==> config.mk <==
export PLATFORM = sky130hd
export DESIGN_NAME = seletor_voltas
export DESIGN_NICKNAME = d
export VERILOG_FILES = /design/src/rtl/seletor_voltas.sv
export SDC_FILE = /design/constraint.sdc
export NUM_CORES = 1
export LEC_CHECK = 0
export BUFFER_PORTS_ARGS = -buffer_cell sky130_fd_sc_hd__buf_2
export CORE_MARGIN = 2
export CORE_UTILIZATION = 25
export CTS_CLUSTER_DIAMETER = 50
export DETAILED_ROUTE_END_ITERATION = 10
export PLACE_DENSITY_LB_ADDON = 0.08
export SYNTH_ARGS = -nofsm -noshare
export SYNTH_HDL_FRONTEND = slang
export SYNTH_SLANG_ARGS = --single-unit
==> constraint.sdc <==
create_clock -name clk -period 3.6 [get_ports clk]
set_clock_uncertainty 0.1 [all_clocks]
set_input_delay 0.72 -clock clk [delete_from_list [all_inputs] [get_ports clk]]
set_output_delay 0.72 -clock clk [all_outputs]
set_load 0.01 [all_outputs]
==> src/rtl/seletor_voltas.sv <==
// Lap-time selector: debounces lap/review buttons, stores laps while counting,
// and chooses between live, frozen-lap and lap-recall values for the display.
module seletor_voltas #(
    parameter int MAX_VOLTAS    = 4,
    parameter int DEBOUNCE      = 500000,
    parameter int TEMPO_CONGELA = 100000000,
    parameter int INICIO        = 0,
    parameter int CONTAR        = 1,
    parameter int PAUSAR        = 2,
    parameter int PARAR         = 3
) (
    input  logic                          clk,
    input  logic                          reset,
    input  logic                          volta,
    input  logic                          revisar,
    input  logic [2:0]                    estado,
    input  logic [3:0]                    cont_dec,
    input  logic [9:0]                    cont_seg,
    output logic [3:0]                    dec_disp,
    output logic [9:0]                    seg_disp,
    output logic [1:0]                    modo,
    output logic [$clog2(MAX_VOLTAS)-1:0] indice,
    output logic [$clog2(MAX_VOLTAS):0]   num_voltas,
    output logic                          cheio
);

    localparam int IW = $clog2(MAX_VOLTAS);
    localparam int CW = $clog2(DEBOUNCE + 1);
    localparam int TW = $clog2(TEMPO_CONGELA + 1);
    localparam logic [CW-1:0] DB_ULTIMO = CW'(DEBOUNCE - 1);
    localparam logic [TW-1:0] T_CARGA   = TW'(TEMPO_CONGELA);
    localparam logic [TW-1:0] T_UM      = TW'(1);
    localparam logic [IW:0]   N_MAX     = (IW+1)'(MAX_VOLTAS);

    typedef enum logic [1:0] {
        AO_VIVO   = 2'd0,
        CONGELADO = 2'd1,
        REVISAO   = 2'd2
    } modo_t;

    // Bit 0 = lap button, bit 1 = review button
    logic [1:0]    w_bruto;
    logic [1:0]    r_sinc1;
    logic [1:0]    r_sinc2;
    logic [1:0]    r_nivel;
    logic [1:0]    r_nivel_d;
    logic [CW-1:0] r_db_cnt [2];
    logic [1:0]    w_pulso;
    logic          w_p_volta;
    logic          w_p_revisar;

    assign w_bruto = {revisar, volta};

    always_ff @(posedge clk or posedge reset) begin
        if (reset) begin
            r_sinc1   <= '0;
            r_sinc2   <= '0;
            r_nivel   <= '0;
            r_nivel_d <= '0;
            for (int b = 0; b < 2; b++) begin
                r_db_cnt[b] <= '0;
            end
        end else begin
            r_sinc1   <= w_bruto;
            r_sinc2   <= r_sinc1;
            r_nivel_d <= r_nivel;
            // Level is accepted on the DEBOUNCE-th consecutive differing cycle
            for (int b = 0; b < 2; b++) begin
                if (r_sinc2[b] == r_nivel[b]) begin
                    r_db_cnt[b] <= '0;
                end else if (r_db_cnt[b] == DB_ULTIMO) begin
                    r_db_cnt[b] <= '0;
                    r_nivel[b]  <= r_sinc2[b];
                end else begin
                    r_db_cnt[b] <= r_db_cnt[b] + 1'b1;
                end
            end
        end
    end

    assign w_pulso     = r_nivel & ~r_nivel_d;
    assign w_p_volta   = w_pulso[0];
    assign w_p_revisar = w_pulso[1];

    modo_t         r_modo;
    modo_t         w_modo_n;
    logic [TW-1:0] r_timer;
    logic [TW-1:0] w_timer_n;
    logic [IW-1:0] r_indice;
    logic [IW-1:0] w_indice_n;
    logic [IW:0]   r_num;
    logic [IW:0]   w_num_n;
    logic [IW:0]   w_ultimo;
    logic          w_cheio;
    logic          w_inicio;
    logic          w_contar;
    logic          w_parado;
    logic          w_grava;
    logic          w_rev_ok;

    assign w_cheio  = (r_num == N_MAX);
    assign w_inicio = (estado == 3'(INICIO));
    assign w_contar = (estado == 3'(CONTAR));
    assign w_parado = (estado == 3'(PAUSAR)) || (estado == 3'(PARAR));
    assign w_grava  = w_p_volta && w_contar && !w_cheio && !w_inicio;
    assign w_rev_ok = w_p_revisar && w_parado;
    assign w_ultimo = r_num - 1'b1;

    always_ff @(posedge clk or posedge reset) begin
        if (reset) begin
            r_modo   <= AO_VIVO;
            r_timer  <= '0;
            r_indice <= '0;
            r_num    <= '0;
        end else begin
            r_modo   <= w_modo_n;
            r_timer  <= w_timer_n;
            r_indice <= w_indice_n;
            r_num    <= w_num_n;
        end
    end

    always_comb begin
        w_modo_n   = r_modo;
        w_timer_n  = r_timer;
        w_indice_n = r_indice;
        w_num_n    = r_num;
        if (w_inicio) begin
            w_modo_n   = AO_VIVO;
            w_timer_n  = '0;
            w_indice_n = '0;
            w_num_n    = '0;
        end else if (w_grava) begin
            // A capture wins in every mode, including a fresh reload while frozen
            w_modo_n   = CONGELADO;
            w_timer_n  = T_CARGA;
            w_indice_n = '0;
            w_num_n    = r_num + 1'b1;
        end else begin
            case (r_modo)
                AO_VIVO: begin
                    if (w_rev_ok && (r_num != '0)) begin
                        w_modo_n   = REVISAO;
                        w_indice_n = '0;
                    end
                end
                CONGELADO: begin
                    if (r_timer <= T_UM) begin
                        w_modo_n  = AO_VIVO;
                        w_timer_n = '0;
                    end else begin
                        w_timer_n = r_timer - 1'b1;
                    end
                end
                REVISAO: begin
                    if (w_contar) begin
                        w_modo_n   = AO_VIVO;
                        w_indice_n = '0;
                    end else if (w_rev_ok) begin
                        if ({1'b0, r_indice} == w_ultimo) begin
                            w_modo_n   = AO_VIVO;
                            w_indice_n = '0;
                        end else begin
                            w_indice_n = r_indice + 1'b1;
                        end
                    end
                end
                default: begin
                    w_modo_n   = AO_VIVO;
                    w_indice_n = '0;
                end
            endcase
        end
    end

    logic [13:0] r_mem [MAX_VOLTAS];
    logic [13:0] r_disp;

    always_ff @(posedge clk) begin
        if (w_grava) begin
            r_mem[r_num[IW-1:0]] <= {cont_seg, cont_dec};
        end
    end

    // Display source follows the registered mode, so it lags a mode change by one cycle
    always_ff @(posedge clk or posedge reset) begin
        if (reset) begin
            r_disp <= '0;
        end else begin
            case (r_modo)
                CONGELADO: r_disp <= r_mem[w_ultimo[IW-1:0]];
                REVISAO:   r_disp <= r_mem[r_indice];
                default:   r_disp <= {cont_seg, cont_dec};
            endcase
        end
    end

    assign dec_disp   = r_disp[3:0];
    assign seg_disp   = r_disp[13:4];
    assign modo       = r_modo;
    assign indice     = r_indice;
    assign num_voltas = r_num;
    assign cheio      = w_cheio;

endmodule

Word-level counts from Yosys, hierarchy flattened

Memory sizes are Yosys's and may differ from the RTL's.
Index checks and enable logic that the tools add are counted.

Register bits: 94
Bits in latches: 0
Bits in writable memories: 56
Bits in read-only memories: 0
Bits of input ports: 21
Output and inout bits: 22
Logic and storage cells: 85
Memories kept: 1

Memories:

| memory | words | bits a word | rd ports | clocked after Yosys merged registers in | wr ports | RTL line | RTL |
|---|---|---|---|---|---|---|---|
| r_mem  | 4     | 14          | 2        | 0                                       | 1        | 176      | `logic [13:0] r_mem [MAX_VOLTAS];` |

$add $sub $neg: 6
Multipliers: 0
Divide/modulo/power cells: 0
Magnitude comparators: 1
Eq/ne operators: 16
Shift operators: 0
Mux-type cells: 28
Bitwise operators: 4
Reductions and logical operators: 17

Operator list:

| kind                    | count |
|---|---|
| $mux W27                | 4 |
| $mux W19                | 4 |
| $add A19 B1 Y19 const B | 2 |
| $eq A19 B19 Y1 const B  | 2 |
| $pmux W14 S2            | 1 |
| $le A27 B1 Y1 const B   | 1 |
| $sub A27 B1 Y27 const B | 1 |
| $mux W2                 | 13 |
| $pmux W2 S3             | 2 |
| $ne A5 B5 Y1 const B    | 2 |
| $ne A4 B4 Y1 const B    | 2 |
| $eq A3 B2 Y1 const B    | 2 |
| $mux W3                 | 2 |
| $reduce_bool A3 Y1      | 2 |
| $logic_and A1 B1 Y1     | 5 |
| $reduce_and A2 Y1       | 2 |
| $reduce_and A4 Y1       | 1 |
| $add A3 B1 Y3 const B   | 1 |
| $eq A2 B3 Y1            | 1 |
| $eq A3 B1 Y1 const B    | 1 |
| $eq A3 B3 Y1 const B    | 1 |
| $logic_not A3 Y1        | 1 |
| $ne A3 B3 Y1 const B    | 1 |
| $reduce_and A3 Y1       | 1 |
| other kinds (13)        | 17 |

Depth between registers and ports, before layout

Gate-level depths: netlist (run 1).

Depth in word-level cells: 8
Depth in mapped cells: 10
Gate-level depth less buffers: 7

Worst setup path after synthesis (run 1)

Ideal clock, no wire load.

Kind: reg2reg
From: register r_num[0] (netlist: num_voltas[0])
To: register r_timer[24]
Library setup time: 0.072 ns
Data arrival time: 2.957 ns
Data required time: 3.428 ns
Path slack: 0.471 ns
Cell stages (with the launch flop): 10
Path buffers: 2
Clock period less this slack: 3.129 ns
Cells stage by stage: dfrtp_1 > buf_2 > buf_1 > inv_1 > ha_1 > a211oi_1 > and2_1 > o32ai_2 > or4_1 > nand3_1

Word-level cells in the longest chain between the ends: 6
Elaborated cells between the ends (all ways): 7
Those cells by class: 1 x eq/ne; 2 x mux; 4 x reduce/logical

Ends and longest elaborated chain:

| element                             | RTL line | RTL |
|---|---|---|
| start: declaration                  | 91       | `logic [IW:0] r_num;` |
| start signal: assignment            | 119      | `r_num <= w_num_n;` |
| $eq A3 B3 Y1 *                      | 101      | `assign w_cheio = (r_num == N_MAX);` |
| $logic_not A1 Y1 *                  | 105      | `assign w_grava = w_p_volta && w_contar && !w_cheio && !w_inicio;` |
| $logic_and A1 B1 Y1 * (2 in series) | 105      |  |
| $mux W27                            | 133      | `end else if (w_grava) begin` |
| $mux W27                            | 128      | `if (w_inicio) begin` |
| end signal: assignment              | 117      | `r_timer <= w_timer_n;` |
| end: declaration                    | 87       | `logic [TW-1:0] r_timer;` |

Mark *: on every way between the ends. The rest lies on a longest branch, timed or not.
A chain may end at the register's enable or synchronous reset.

Final worst setup path (run 1)

From: register r_num[1] (netlist: num_voltas[1])
To: register r_timer[24]

Same word-level chain as after synthesis.

==> summary.md, run 1 <==
| Metric | Value |
|---|---|
| Hold Crit Start | `r_sinc1[1]` |
| F_max | `357 MHz` |
| Routed WL per cell | `around 18 um` |
| Layout net count | `686` |
| Vias in the first global route | `5111` |
| Family with the most delay on the worst path | `simple AND/OR/NAND/NOR gates` |
| Die area | `~0.030 mm^2` |
| Crit path buf inv count | `1` |
| CTS root buffer | `clkbuf_16` |
| Reg2reg path depth | `7` |
| Sequential fraction of the synthesis area | `a little under three fifths` |
| Vias | `5025` |
| Total GRT Usage | `12.6%` |
| FF-to-FF End | `r_timer[24]` |
| Aggregate routed wire length | `roughly 19000 um` |
| Final ANT Viol Nets | `0` |
| Core ar. | `0.0285 mm^2` |
| DRT Pass-1 Iters | `4` |
| Post-cts repair resize count | `0` |
| DRC viols | `0` |
| Distinct cells, synth | `61` |
| Clk buf depth | `2` |
| Share of post-route cells with drive strength above 1 | `about a fifth` |
| Critical path class | `reg2reg` |
| R2R Path Start | `num_voltas[1]` |
| CP Launch Type | `flop` |
| Number of CTS-inserted buffers | `17` |
| Clk_lat worst skew | `roughly 0.42 ns` |
| Grt ovf | `0` |
| Commonest non-fill, non-tap cell in the layout | `dfrtp_1` |
| Share of flip-flops with an asynchronous set or reset | `between 60% and 70%` |
| TritonCTS clock tree | `done` |
| Post-CTS Setup Inserts | `0` |
| Status | `complete, no violations` |
| Cell Pwr Density | `438 mW/mm^2` |
| Most used DFF post-synth | `dfrtp_1` |
| Worst VDD drop | `0.320 mV` |
| CP required | `3.85 ns` |
| Element type at the critical path end | `flop` |
| Cell Chain, Critical Path | `inv_1 -> ha_1 -> a211oi_1 -> and2_1 -> o32ai_2 -> or4_1 -> nand3_1` |
| Final setup vio count | `0` |
| Synth area leader | `dfrtp_1` |
| Fin crit period | `2.80 ns` |
| Setup ws final | `between 0.8 and 0.9 ns` |
| Slowest CP cell | `a211oi_1` |
| Die Ht | `around 170 um` |
| GP Congestion | `0.755` |
| Vias per inst | `4.78` |
| Worst R2R Setup Slack | `0.80 ns` |
| Detailed Place HPWL | `12100 um` |
| YS warnings | `0` |
| Initial core utilization | `25.2%` |
| DIE WIDTH | `173 um` |
| Worst-Margin Slew | `0.792 ns` |
| Critical path peak fanout | `10` |
| Post-Route Setup TNS | `0 ns` |
| Syn nets | `632` |
| Post-synthesis instance total | `599` |
| Slowest stage delay, CP | `0.61 ns` |
| Number of synthesized flops with an enable pin | `56` |
| Worst-path clk slew | `around 0.070 ns` |
| Tcrit/Tclk final | `77.8%` |
| Largest net degree at the start of global routing | `47` |
| Hold Crit Endpoint | `r_sinc2[1]` |
| Worst min path class | `reg2reg` |
| # H-tree levels | `4` |
| PortBufs | `42` |
| Place WS | `just under 0.7 ns` |
| Post-CTS Hold Buffers | `0` |
| Netlist Area Pre-Place | `0.00718 mm^2` |
| Max Cap Viol | `0` |
| 1st-iter DRT viols | `about 310` |
| Overall Power | `0.00375 W` |
| Post-synth top area share | `32.8%` |
| IO Pins | `43` |
| Core Util, Final | `a little under a third` |
| Final Max Slew Viols | `0` |
| Final Hold Viols | `0` |
| Leakage | `3.41 nW` |
| Initial antenna violation count | `1` |
| Syn avg cell area | `12.0 um^2` |
| RSZ-0062 raised after global routing | `no` |
| Area Growth Syn to Fin | `19.1%` |
| Largest cells by area after synthesis | `dfrtp_1, edfxtp_1, mux4_2, nor2_1, xnor2_1` |
| Rel. slew slack | `46.9%` |
| First-pass GRT wire length | `29400 um` |
| Final Cell Area | `0.00855 mm^2` |
| Yosys reg bits | `150` |
| Hold path depth | `0` |
| DP Area | `0.00793 mm^2` |
| Worst EP arrival | `3.05 ns` |
| CTS Sinks | `150` |
| Std cell rows | `62` |
| Most frequent cells in the layout | `dfrtp_1, nor2_1, edfxtp_1, buf_2, nand2_1` |
[final cells by class]
type	count	area [um^2]
clock inverter	15	196
tap	384	480
clock buffer	17	425
inverter	17	66.3
fill	2893	19900
antenna	1	2.50
multi-input combinational	402	2970
sequential	150	4030
timing repair buffer	65	383
[kinds of logic after synthesis]
group / synth area share [%]
AND/OR/NAND/NOR: 15.4
flip-flops: 56.2
AO/OA/AOI/OAI: 9.06
buffers and inverters: 2.54
XOR/XNOR: 5.37
multiplexers: 9.39
adder cells (fa/ha/maj): 2.09
[metrics by stage]
stage | hold slack (ns) | std cells
global route | 0.266 | 1050
floorplan | 0.231 | 599
detailed placement | 0.235 | 1018
CTS | 0.251 | 1050
finish | 0.250 | 1051
global placement | 0.238 | 1018
[cells in the mapped netlist, drive strengths merged, types with 5 or more instances]
cell type / instances
o21ai: 13
nor3: 23
a21oi: 23
mux4: 28
dfrtp: 94
inv: 16
o31ai: 5
nand2: 29
nand4: 9
and3: 7
buf: 7
or3: 13
ha: 12
edfxtp: 56
nand3: 24
xor2: 17
or4: 11
xnor2: 27
clkbuf: 23
nor4: 12
nor2: 72
a22oi: 14
a31oi: 5
o211ai: 5
[metal layers]
metal | share of wire, % | GRT usage, %
met4 | 0.95 | 3.21
met1 | 47 | 16.7
met5 | 0 | 0
met3 | 3.5 | 3.07
met2 | 49 | 20.6
[power breakdown]
part / internal [W] / total [W] / switching [W]
sequential: 0.00179 / 0.00180 / 0.0000102
clock: 0.000956 / 0.00185 / 0.000890
combinational: 0.0000314 / 0.000103 / 0.0000714
[worst max-delay path by stage]
stage | start | endpoint | depth (start not counted)
after detailed placement | estado[1] | r_timer[24] | 6
after floorplan | reset | indice[0] | 1
after global placement | estado[1] | r_timer[24] | 6
after global routing | num_voltas[1] | r_timer[24] | 7
final | num_voltas[1] | r_timer[24] | 7
after CTS | num_voltas[1] | r_timer[24] | 7
[flip-flops by register name, summed over array words and instances, names as in the netlist]
register / count
r_mem: 56
r_db_cnt: 38
r_timer: 27
r_disp: 14
num_voltas: 3
indice: 2
modo: 2
r_nivel: 2
r_nivel_d: 2
r_sinc1: 2
r_sinc2: 2
Note: power is estimated with default switching activity, not from simulation.
==> run 2, diff against run 1 <==
ABC_AREA = 1   (was not set)
clock period = 2.5 ns   (was 3.6 ns; I/O delays follow)
==> run 2 against run 1 <==
Compared with the run above: via count grew 28%; core utilization shrank 0.39 points; setup slack worse by 0.52 ns; critical path depth shrank 2; sequential power up 65%; sequential share of layout area decreased by 5.0 points; critical path type is now reg2out; largest power group is now registers; highest routed layer unchanged.
==> summary.md, run 2 <==
| Metric | Value |
|---|---|
| Status | `complete, no violations` |
| Worst-path clk slew | `0.06 ns` |
| Initial antenna violation count | `1` |
| Hold Slack | `approximately 0.068 ns` |
| Cell Chain, Critical Path | `inv_1 -> ha_1 -> nand2_1 -> inv_1 -> buf_2` |
| Element type at the critical path end | `primary output` |
| First-pass GRT wire length | `roughly 37000 um` |
| Worst-Margin Slew | `0.544 ns` |
| CP Launch Type | `flop` |
| Critical path class | `reg2out` |
| Vias in the first global route | `6570` |
| Initial core utilization | `between 20% and 30%` |
| F_max | `450 MHz` |
| R2R Path Start | `num_voltas[1]` |
| IO Pins | `43` |
| Worst VDD drop | `0.455 mV` |
| RSZ-0062 raised after global routing | `no` |
| CP required | `approximately 1.9 ns` |
| Share of post-route cells with drive strength above 1 | `about 15%` |
| Top cells by count, synth | `nand2_1, nor2_1, o21ai_0, dfrtp_1, inv_1` |
| Synth area leader | `dfrtp_1` |
| Tcrit/Tclk final | `88.8%` |
| # H-tree levels | `4` |
| Area of the multi-input gates | `0.00356 mm^2` |
| CTS root buffer | `clkbuf_16` |
| Vias per inst | `4.33` |
| Critical path depth | `5` |
| Most frequent cells in the layout | `nand2_1, nor2_1, o21ai_0, dfrtp_1, inv_1` |
| Post-CTS Hold Buffers | `1` |
| Worst EP arrival | `roughly 1.6 ns` |
| Layout net count | `1056` |
| FF-to-FF End | `r_mem[0][5]` |
| DRC viols | `0` |
| GP Congestion | `~0.76` |
| Critical path peak fanout | `4` |
| Number of flip-flops in the largest register | `56` |
| Largest cells by area after synthesis | `dfrtp_1, edfxtp_1, nand2_1, nor2_1, o21ai_0` |
| Final Max Slew Viols | `0` |
| Post-Route Setup TNS | `0 ns` |
| Cell Pwr Density | `825 mW/mm^2` |
| CTS Sinks | `150` |
| Worst min path class | `in2reg` |
| Die Ht | `184 um` |
| Largest net degree at the start of global routing | `64` |
| Rel. slew slack | `63.4%` |
| Routed WL per cell | `roughly 15 um` |
| Post-CTS Setup Inserts | `0` |
| Post-cts repair resize count | `0` |
| Fin crit period | `2.22 ns` |
| Detailed Place HPWL | `roughly 16000 um` |
| Leakage | `between 4 and 5 nW` |
| Die area | `approximately 0.034 mm^2` |
| DRT Pass-1 Iters | `7` |
| Sequential fraction of the synthesis area | `49.5%` |
| TritonCTS clock tree | `done` |
| Number of fill cells in the layout | `between 3k and 4k` |
| Register Area | `0.00403 mm^2` |
| Most used DFF post-synth | `dfrtp_1` |
| Number of synthesized flops with an enable pin | `between 50 and 60` |
| Placed insts | `~1.4k` |
| Clk buf depth | `2` |
| Commonest non-fill, non-tap cell in the layout | `nand2_1` |
| Std cell rows | `66` |
| Most frequent cell after synthesis | `nand2_1` |
| Clk_lat worst skew | `between 0.4 and 0.5 ns` |
| 1st-iter DRT viols | `393` |
| Overall Power | `0.00790 W` |
| Total GRT Usage | `14.3%` |
| Max Cap Viol | `0` |
| Yosys reg bits | `150` |
| Syn nets | `between 1k and 1.5k` |
| PortBufs | `42` |
| Core ar. | `between 0.03 and 0.04 mm^2` |
| YS warnings | `0` |
| Syn avg cell area | `8.39 um^2` |
| Worst R2R Setup Slack | `0.34 ns` |
| Final ANT Viol Nets | `0` |
| Number of CTS-inserted buffers | `17` |
| Crit path buf inv count | `3` |
| Family with the most delay on the worst path | `flip-flops` |
| Netlist Area Pre-Place | `0.00814 mm^2` |
| Slowest CP cell | `dfrtp_1` |
| Core Util, Final | `29.7%` |
| Aggregate routed wire length | `22700 um` |
| Reg2reg path depth | `8` |
| Final setup vio count | `0` |
| Cell mode on critical path | `inv_1` |
| Share of flip-flops with an asynchronous set or reset | `a little over three fifths` |
| Post-synthesis instance total | `approximately 970` |
| Vias | `6409` |
| Non-filler cells, final | `about 1.5k` |
| Post-synth top area share | `~29%` |
| DIE WIDTH | `~180 um` |
| Hold path depth | `1` |
| End point of the critical path | `cheio` |
| Launch point of the worst path | `num_voltas[1]` |
| Distinct cells, synth | `39` |
| Grt ovf | `0` |
| Slowest stage delay, CP | `0.43 ns` |
| Area Growth Syn to Fin | `17.6%` |
| Final Hold Viols | `0` |
run 2: kinds of logic after synthesis:
logic type	Yosys count	synth area share (%)
flops	150	49.5
fa+ha+maj	12	1.84
compound gates	172	11.8
buf+inv	136	6.81
xor+xnor	39	4.19
simple gates	462	25.8
run 2: layer usage:
layer	wire, um	vias to the layer above	track usage, %
met5	0	-	0
met4	329	0	4.67
met3	726	19	2.87
met2	10400	87	22.8
met1	11300	3000	19.3
li1	-	3303	-
run 2: report_power, final:
part	switching [W]	total [W]	leakage, nW	internal (W)
Combinational	0.00147	0.00226	2.02	0.000787
Clock	0.00110	0.00267	0.268	0.00157
Sequential	0.000185	0.00297	1.76	0.00278
run 2: area by class of cell:
class,instances,area share (%)
tap,442,5.78
clock inverter,12,1.59
sequential,150,42.1
timing repair buffer,70,4.81
clock buffer,20,4.56
inverter,99,3.92
multi-input combinational,685,37.2
antenna,1,0.0261
run 2: worst register-to-register path: stages (launching register included):
cell     delay, ns
dfrtp_1       0.41
inv_1         0.13
ha_1          0.24
nand2_1       0.12
nand2_1       0.07
nor2_2        0.16
inv_1         0.18
nor2_1        0.24
buf_4         0.21
run 2: through the flow:
step           instance area (um^2)  worst slack (ns)
2_1_floorplan                  8150            -0.269
3_3_place_gp                   8970             0.328
3_5_place_dp                   8970             0.309
4_1_cts                        9570             0.212
5_1_grt                        9570             0.185
6_report                       9580             0.280
run 2: worst min-delay path by stage:
stage	to	from	slack (ns)
3_5_place_dp	r_sinc2[1]	r_sinc1[1]	0.24
2_1_floorplan	r_sinc2[0]	r_sinc1[0]	0.23
6_report	r_sinc1[1]	revisar	0.07
5_1_grt	r_sinc1[0]	volta	0.06
3_3_place_gp	r_sinc2[1]	r_sinc1[1]	0.24
4_1_cts	r_sinc1[1]	revisar	0.05
